[src/rtl/music_state_seq.sv]
// music_state_seq: turns 1-cycle game events into the registered 2-bit music state with beat-timed jingles
// Ports: clk, rst_n (async active-low); start/win/lose/stop event pulses in;
//        state (00 idle, 01 game, 10 win, 11 lose), beat strobe, jingle_done pulse out.
// Define MUSIC_JINGLE_HOLD_EN to hold WIN/LOSE indefinitely (no timeout; start returns to GAME).
module music_state_seq #(
   parameter int CLK_HZ       = 100_000_000,
   parameter int BEAT_HZ      = 4,
   parameter int JINGLE_BEATS = 16
) (
   input  logic       clk,
   input  logic       rst_n,
   input  logic       start,
   input  logic       win,
   input  logic       lose,
   input  logic       stop,
   output logic [1:0] state,
   output logic       beat,
   output logic       jingle_done
);
   localparam int DIV = CLK_HZ / BEAT_HZ;
   localparam int DW  = $clog2(DIV);
   localparam int BW  = $clog2(JINGLE_BEATS + 1);
   typedef enum logic [1:0] {IDLE = 2'b00, GAME = 2'b01, WIN = 2'b10, LOSE = 2'b11} state_t;
   state_t          state_q, state_d;
   logic [DW-1:0]   div_q, div_d;
   logic [BW-1:0]   cnt_q, cnt_d, cnt_inc;
   logic            beat_q, beat_d, done_q, done_d, tick, clear;
   assign tick    = (state_q != IDLE) && (div_q == DW'(DIV - 1));
   assign cnt_inc = cnt_q + BW'(1);
   always_comb begin
      state_d = state_q;
      done_d  = 1'b0;
      if (state_q == IDLE) begin
         if (start) state_d = GAME;
      end else if (stop) begin
         state_d = IDLE;
      end else if (state_q == GAME) begin
         if (lose)     state_d = LOSE;
         else if (win) state_d = WIN;
`ifdef MUSIC_JINGLE_HOLD_EN
      end else if (start) begin
         state_d = GAME;
`else
      end else if (tick && cnt_inc == BW'(JINGLE_BEATS)) begin
         state_d = IDLE;
         done_d  = 1'b1;
`endif
      end
      // the timeout edge still emits the final jingle beat; any other move to IDLE suppresses it
      beat_d = tick && (state_d != IDLE || done_d);
      // every state change realigns beat phase to the entry edge
      clear  = (state_d != state_q) || (state_d == IDLE);
      div_d  = (clear || tick) ? '0 : div_q + DW'(1);
      cnt_d  = clear ? '0 : (tick && state_q[1] && cnt_q != BW'(JINGLE_BEATS)) ? cnt_inc : cnt_q;
   end
   always_ff @(posedge clk or negedge rst_n) begin
      if (!rst_n) begin
         state_q <= IDLE;
         div_q   <= '0;
         cnt_q   <= '0;
         beat_q  <= 1'b0;
         done_q  <= 1'b0;
      end else begin
         state_q <= state_d;
         div_q   <= div_d;
         cnt_q   <= cnt_d;
         beat_q  <= beat_d;
         done_q  <= done_d;
      end
   end
   assign state       = state_q;
   assign beat        = beat_q;
   assign jingle_done = done_q;
endmodule

[config.mk]
export PLATFORM = sky130hd
export DESIGN_NAME = music_state_seq
export DESIGN_NICKNAME = d
export VERILOG_FILES = /design/src/rtl/music_state_seq.sv
export SDC_FILE = /design/constraint.sdc
export NUM_CORES = 1
export LEC_CHECK = 0
export BUFFER_PORTS_ARGS = -buffer_cell sky130_fd_sc_hd__buf_4
export CAP_MARGIN = 20
export CORE_MARGIN = 10
export CORE_UTILIZATION = 48
export CTS_CLUSTER_SIZE = 24
export DETAILED_ROUTE_END_ITERATION = 10
export PLACE_DENSITY = 0.65
export SYNTH_ARGS = -nofsm -noshare
export SYNTH_HDL_FRONTEND = slang
export SYNTH_SLANG_ARGS = --single-unit
[constraint.sdc]
create_clock -name clk -period 2.4 [get_ports clk]
set_input_delay 0 -clock clk [delete_from_list [all_inputs] [get_ports clk]]
set_output_delay 0 -clock clk [all_outputs]
set_load 0.05 [all_outputs]
==> results of run 1 <==
## through the flow
stage / instance area (µm²) / total power [mW] / utilization / worst slack, ns / std cells
3_3_place_gp: 1900 / 0.703 / 0.552 / 0.420 / 243
2_1_floorplan: 1760 / 0.662 / - / 0.496 / 188
4_1_cts: 2020 / 1.13 / 0.587 / 0.342 / 254
3_5_place_dp: 1900 / 0.704 / 0.552 / 0.360 / 243
6_report: 2020 / 1.12 / 0.587 / 0.348 / 254
5_1_grt: 2020 / 1.17 / 0.587 / 0.188 / 254
## where the power goes
part / switching, mW / total [mW] / internal (mW)
sequential: 0.0130 / 0.595 / 0.582
clock: 0.192 / 0.423 / 0.231
combinational: 0.0683 / 0.101 / 0.0326
## worst max-delay path by stage
stage                  start        end  slack [ns]  cells after the start
CTS                 div_q[6]  div_q[20]        0.34                      6
global route        div_q[6]  div_q[20]        0.19                      6
detailed placement  div_q[6]  div_q[20]        0.36                      6
global placement    div_q[6]  div_q[21]        0.42                      6
floorplan           div_q[6]  div_q[15]        0.50                      6
finish              div_q[0]   cnt_q[3]        0.35                      5
## per-layer routing
metal  global-route usage  part of all wire
met2                0.196              0.47
met5                    0                 0
met3               0.0367             0.056
met4               0.0581             0.013
met1                0.146              0.46
## cell usage after synthesis
| cell | number | share of area |
|---|---|---|
| and4_1 | 3 | 0.015 |
| inv_1 | 3 | 0.0064 |
| buf_2 | 3 | 0.0085 |
| nor4_2 | 1 | 0.0071 |
| nand2b_1 | 1 | 0.0036 |
| mux2i_1 | 1 | 0.0057 |
| nor3b_1 | 2 | 0.0085 |
| dfrtp_1 | 34 | 0.48 |
| nand4b_1 | 1 | 0.0050 |
| nand3_1 | 19 | 0.054 |
| a21bo_2 | 1 | 0.0057 |
| and2_1 | 1 | 0.0036 |
| xnor2_1 | 7 | 0.035 |
| a21oi_1 | 4 | 0.011 |
| and3_1 | 7 | 0.025 |
| and4bb_1 | 1 | 0.0071 |
| ha_1 | 4 | 0.028 |
| and3b_1 | 1 | 0.0050 |
| nor2_1 | 35 | 0.075 |
| nor2b_1 | 1 | 0.0036 |
| nand2_1 | 15 | 0.032 |
| o21ai_0 | 2 | 0.0057 |
| xor2_1 | 16 | 0.079 |
| a41oi_1 | 1 | 0.0050 |
| or4_1 | 1 | 0.0043 |
| a31oi_1 | 3 | 0.011 |
| clkbuf_1 | 1 | 0.0021 |
| nand4_1 | 7 | 0.025 |
| nor4_1 | 5 | 0.018 |
| or2_2 | 1 | 0.0036 |
| a211oi_1 | 1 | 0.0043 |
| or3_1 | 2 | 0.0071 |
| nor3_1 | 3 | 0.0085 |
## sequential cells by signal (all words and copies together) (netlist names)
signal       cells
beat             1
cnt_q            5
div_q           25
jingle_done      1
state            2
## area by class of cell
| type | count | share of cell area |
|---|---|---|
| Timing Repair Buffer | 16 | 0.0632 |
| Tap cell | 46 | 0.0285 |
| Inverter | 3 | 0.00557 |
| Sequential cell | 34 | 0.421 |
| Clock inverter | 1 | 0.00248 |
| Clock buffer | 7 | 0.0427 |
| Multi-Input combinational cell | 147 | 0.437 |
## critical path: stages, from the launching register on
cell     delay, ns
dfrtp_1       0.42
ha_1          0.27
nand3_1       0.23
or3_1         0.54
or3_1         0.38
a21oi_1       0.14
## cells by family after synthesis
family	share of synthesized area
xor gates and xnor gates	0.114
buffers and inverters	0.0170
AOI/OAI and AO/OA	0.0426
and+or+nand+nor	0.309
adders and majority gates	0.0284
DFF	0.483
muxes	0.00568
==> results.md, run 1 <==
* Root Driver: clkbuf_8
* P_leak at 0.853 nW
* Post-Syn Nets at 198
* Routability Congestion at 0.862
* First drt pass iteration count at 4
* Final hold viol count at 0
* Violation count after the first detailed-routing iteration at 96
* Setup TNS at 0 ns
* Commonest non-fill, non-tap cells in the layout: 35 x nor2_1, 34 x dfrtp_1, 19 x nand3_1
* First-pass GRT wire length at 6370 µm
* Skew-Pair Late Insertion Delay at 0.28 ns
* Share of layout cells above drive strength 1 at 0.111
* CP Class: reg -> reg
* Syn Area/Cell at 9.38 µm²
* Setup crit start kind: register
* YS warnings at 0
* Cell Area, Synth at 1760 µm²
* Post-route ant nets at 0
* H-tree levels at 2
* Routed via count at 1412
* GRT Util Overall at 0.122
* R2R depth at 5
* Hold buffer count at CTS at 3
* Routed WL at 3520 µm
* Outcome: finished clean
* Synthesized instance count at 188
* Register area share after synthesis at 0.483
* Reg area at 851 µm²
* Inserted Clock Buffers at 5
* Sinks on Clock Net at 34
* Worst EP arrival at 2.26 ns
* Filler cells at 319
* Worst hold path startpoint: win
* DR vias/cell at 5.56
* Clock Skew at 0.00508 ns
* Remaining Overflow, GRT at 0
* Worst min-delay path class: in -> reg
* Worst setup EP type: register
* Slew Viols, Final at 0
* Initial Utilization at 0.512
* R2r startpoint: div_q[0]
* Tmin final at 2.05 ns
* Final Setup Violations at 0
* IO buf count at 9
* Largest net degree at the start of global routing at 35
* Area Overhead vs Synth at 14.6%
* Initial antenna violation count at 0
* Reg2Reg Setup Slack at 0.35 ns
* Area occupied by multi-input gates at 882 µm²
* Die width at 80.6 µm
* Post-CTS sizing at 0
* Detailed Place HPWL at 2490 µm
* Nets at 217
* Slew margin rel. at 0.678
* Hold endpoint: state[0]
* RR Endpoint: cnt_q[3]
* Worst hold stages at 4
* CTS max path bufs at 2
* Pwr dens at 554 nW/µm²
* Seq cells post-synth at 34
* WL per Instance at 13.8 µm
* Tightest Pin Transition at 0.479 ns
* Core Box Area at 3440 µm²
* Max-Cap Viols at 0
* Die area at 6500 µm²
* Max Fclk at 487 MHz
* Setup Fix Bufs, Post-CTS at 0
* Worst Hold Slack at 0.0448 ns
* Vias in the first global route at 1417
* Post-synth cell types at 33
* Die height at 80.6 µm
* # DRC at 0
* Most common cell after layout, fill and taps aside: nor2_1
* # rows at 21
* ANT cells at 0
* Max VDD drop at 0.280 mV
* Critical Path RT at 2.61 ns
* Crit-path max FO at 7
* Unrepaired setup endpoints after global routing: no
* TritonCTS clock tree: yes
* Final worst path period share at 0.855
* CTS clk-pin slew, worst paths at 0.07 ns
* IO Pins at 10
(Power assumes the default switching activity.)
==> run 2: changes to the inputs <==
ABC_AREA = 1   (was not set)
PLACE_DENSITY = not set   (was 0.65)
==> run 2 against run 1 <==
Against the previous run:
- sequential cell count is the same
- global-route usage fell by 1.0 points
- worst hold slack better by 0.080 ns
- largest cell class unchanged
- register-to-register slack worse by 0.06 ns
- cell count up 19%
- critical path type unchanged
- cell area up 10%
==> results.md, run 2 <==
* Share of flip-flops with an asynchronous set or reset at 1.00 (unchanged)
* P_leak at 0.909 nW (+6.6%)
* Critical Path RT at 2.61 ns (about the same)
* Simple-gate area share of the yosys netlist at 0.358 (+0.0481)
* Remaining Overflow, GRT at 0 (unchanged)
* Outcome: finished clean
* Largest family of logic cells by synthesized area: simple AND/OR/NAND/NOR gates
* Inserted Clock Buffers at 5 (unchanged)
* Seq cells post-synth at 34 (unchanged)
* ANT cells at 0 (unchanged)
* Routed via count at 1465 (+3.8%)
* Post-route ant nets at 0 (unchanged)
* Post-synth top area cell: dfrtp_1
* Most common cell after layout, fill and taps aside: nand2_1
* Worst setup EP type: register
* Buf/Inv on CP at 0 (unchanged)
* Synthesized instance count at 234 (+24%)
* Final Setup Violations at 0 (unchanged)
* Detailed Place HPWL at 2690 µm (+7.8%)
* Die height at 84.2 µm (+4.5%)
* Pre-CTS WS at 0.107 ns (-0.253 ns)
* Cell family with most CP delay: simple AND/OR/NAND/NOR gates
* TritonCTS clock tree: yes
* Share of layout cells above drive strength 1 at 0.262 (+0.151)
* CP most frequent cell: nand2_2
* Setup Fix Bufs, Post-CTS at 0 (unchanged)
* Setup crit start kind: register
* Post-synth cell types at 26 (-21%)
* Violation count after the first detailed-routing iteration at 49 (-49%)
* Routability Congestion at 0.802 (-7.0%)
* GRT Util Overall at 0.112 (-0.0102)
* Worst min-delay path class: in -> reg
* Post-synthesis mux area share at 0 (-0.00568)
* Skew-Pair Late Insertion Delay at 0.29 ns (about the same)
* Setup ws final at 0.287 ns (-0.0606 ns)
* Biggest register: div_q
* Int Pwr at 0.893 mW (+5.6%)
* # rows at 23 (+9.5%)
* Reg area at 851 µm² (unchanged)
* Area occupied by multi-input gates at 1010 µm² (+15%)
* Non-Filler Instances at 302 (+19%)
* Slew margin rel. at 0.716 (+0.0379)
* H-tree levels at 2 (unchanged)
* Slew Viols, Final at 0 (unchanged)
* CTS max path bufs at 2 (unchanged)
* Filler cells at 375 (+18%)
* Vias in the first global route at 1453 (+2.5%)
* Setup TNS at 0 ns (unchanged)
* Clk pwr share at 0.328 (-0.050)
* Sequential power share at 0.458 (-0.074)
* Commonest non-fill, non-tap cells in the layout: 40 x nand2_1, 34 x dfrtp_1, 27 x inv_1
* First drt pass iteration count at 4 (unchanged)
* Initial antenna violation count at 0 (unchanged)
* Clock Skew at 0.00536 ns (+0.000276 ns)
* Synth top cells by count: 40 x nand2_1, 34 x dfrtp_1, 27 x inv_1, 25 x nor2_1, 24 x nor2_2
* Routed WL at 3720 µm (+5.8%)
* CP Class: reg -> reg
* Ys flop type: dfrtp_1
* Tightest Pin Transition at 0.426 ns (-0.0532 ns)
* Die area at 7100 µm² (+9.2%)
* Final worst path period share at 0.880 (+0.0252)
* Unrepaired setup endpoints after global routing: no
* Sinks on Clock Net at 34 (unchanged)
* Switch share at 0.325 (+0.0814)
* Largest register FFs at 25 (unchanged)
* IO buf count at 9 (unchanged)
* Die width at 84.2 µm (+4.5%)
* Syn Area/Cell at 8.46 µm² (-9.7%)
* YS warnings at 0 (unchanged)
* P_sw at 0.431 mW (+58%)
* Top-count cell post-synth: nand2_1
* Placed inst area at 2080 µm² (+9.7%)
* Synth Area in Adders at 0.0253 (-0.00312)
* Worst EP arrival at 2.33 ns (+0.07 ns)
* Synth Area in XOR/XNOR at 0.0973 (-0.0170)
* Pwr dens at 595 nW/µm² (+7.4%)
* WL per Instance at 12.3 µm (-11%)
* Synth top area cells: dfrtp_1 43%, nand2_1 7.6%, nor2_2 7.6%
* Max Fclk at 473 MHz (-2.9%)
* Placed Cells at 290 (+19%)
* Layout Utilization at 0.557 (-0.0303)
* Area Overhead vs Synth at 12.4%
* Top cell type's share of synthesized area at 0.430 (-0.0530)
* Worst Hold Slack at 0.125 ns (+0.0798 ns)
* Register area share after synthesis at 0.430 (-0.0530)
* Max VDD drop at 0.365 mV (+30%)
* Slowest CP cell: dfrtp_1
* First-pass GRT wire length at 6480 µm (+1.7%)
* Power Total at 1.32 mW (+18%)
* Post-synth EDFFs at 0 (unchanged)
* Max-Cap Viols at 0 (unchanged)
* Core Box Area at 4000 µm² (+16%)
* Initial Utilization at 0.495 (-0.0170)
* Crit-path max FO at 13 (+6)
* Cell Chain, Critical Path: ha_1, nand3_2, nor2_4, nand3_2, nor2_2, nand2_2, nand2_2, nand2_2, nand2_4, nand2_2, nand2_2, nand4_4, nor2_1
* Nets at 261 (+20%)
* Largest stage delay, worst path at 0.37 ns (-0.17 ns)
* Root Driver: clkbuf_8
* Largest net degree at the start of global routing at 35 (unchanged)
* Combinational fraction of design power at 0.214 (+0.124)
* Final hold viol count at 0 (unchanged)
* Post-Syn Nets at 244 (+23%)
* Compound-Gate Fraction of Synth Area at 0.0215 (-0.0211)
* DR vias/cell at 4.85 (-13%)
* IO Pins at 10 (unchanged)
* Tmin final at 2.11 ns (+0.0606 ns)
* # DRC at 0 (unchanged)
* CTS clk-pin slew, worst paths at 0.07 ns (about the same)
* Cell Area, Synth at 1980 µm² (+12%)
* Post-route cell area at 2230 µm² (+10%)
-- run 2: cell types whose count changed in the layout (fill, tap and decap cells not counted), sizes merged, moves of 3 or more --
cell   delta
nand2    +35
inv      +25
nor2     +15
nand3     -7
nor3      +7
and3      -6
nor4      -6
buf       -4
a31oi     -3
and4      -3
or2       +3
-- run 2: layout make-up --
class | count | share of cell area
Sequential cell | 34 | 0.382
Clock buffer | 7 | 0.0388
Clock inverter | 1 | 0.00225
Inverter | 29 | 0.0494
Tap cell | 50 | 0.0281
Multi-Input combinational cell | 169 | 0.456
Timing Repair Buffer | 12 | 0.0438
-- run 2: metal layers --
layer	track usage	vias up	wire [µm]
met3	0.0348	6	81
met4	0.0639	0	81
met1	0.128	688	1690
met5	0	-	0
li1	-	761	-
met2	0.181	10	1870
-- run 2: final timing paths --
kind                              to     start  slack (ns)  cells after the start
max                         div_q[2]  div_q[0]        0.29                     13
min reg2reg                 div_q[0]  div_q[0]        0.47                      1
max in group asynchronous  div_q[24]     rst_n        1.91                      2
min in group asynchronous   div_q[4]     rst_n        0.18                      2
max reg2reg                 div_q[2]  div_q[0]        0.29                     13
min                         state[0]      lose        0.12                      5
-- run 2: what timing repair did --
| action | in CTS | in global routing |
|---|---|---|
| setup endpoints to repair | 0 | 25 |
| endpoints found under the hold margin | 36 | 0 |
| gates resized for setup | 0 | 1 |
| hold buffers | 3 | 0 |
-- run 2: cells by family (layout without fill, tap and decap cells) --
kind of cell / Yosys count / in the layout
AOI/OAI and AO/OA: 8 / 8
xor gates and xnor gates: 22 / 22
adders and majority gates: 4 / 4
buffers and inverters: 32 / 49
DFF: 34 / 34
and+or+nand+nor: 134 / 135
-- run 2: power by group through the flow --
stage | combinational [mW] | sequential (mW) | clock [mW]
finish | 0.283 | 0.607 | 0.435
global route | 0.315 | 0.609 | 0.473
CTS | 0.257 | 0.607 | 0.451
detailed placement | 0.252 | 0.618 | 0
global placement | 0.251 | 0.618 | 0
floorplan | 0.180 | 0.644 | 0
-- run 2: tightest hold or removal path, cell delays in order --
cell and delay (ns):
buf_4 0.08, o21ai_0 0.08, nand2_1 0.06, nand2_1 0.08, nand2_1 0.07
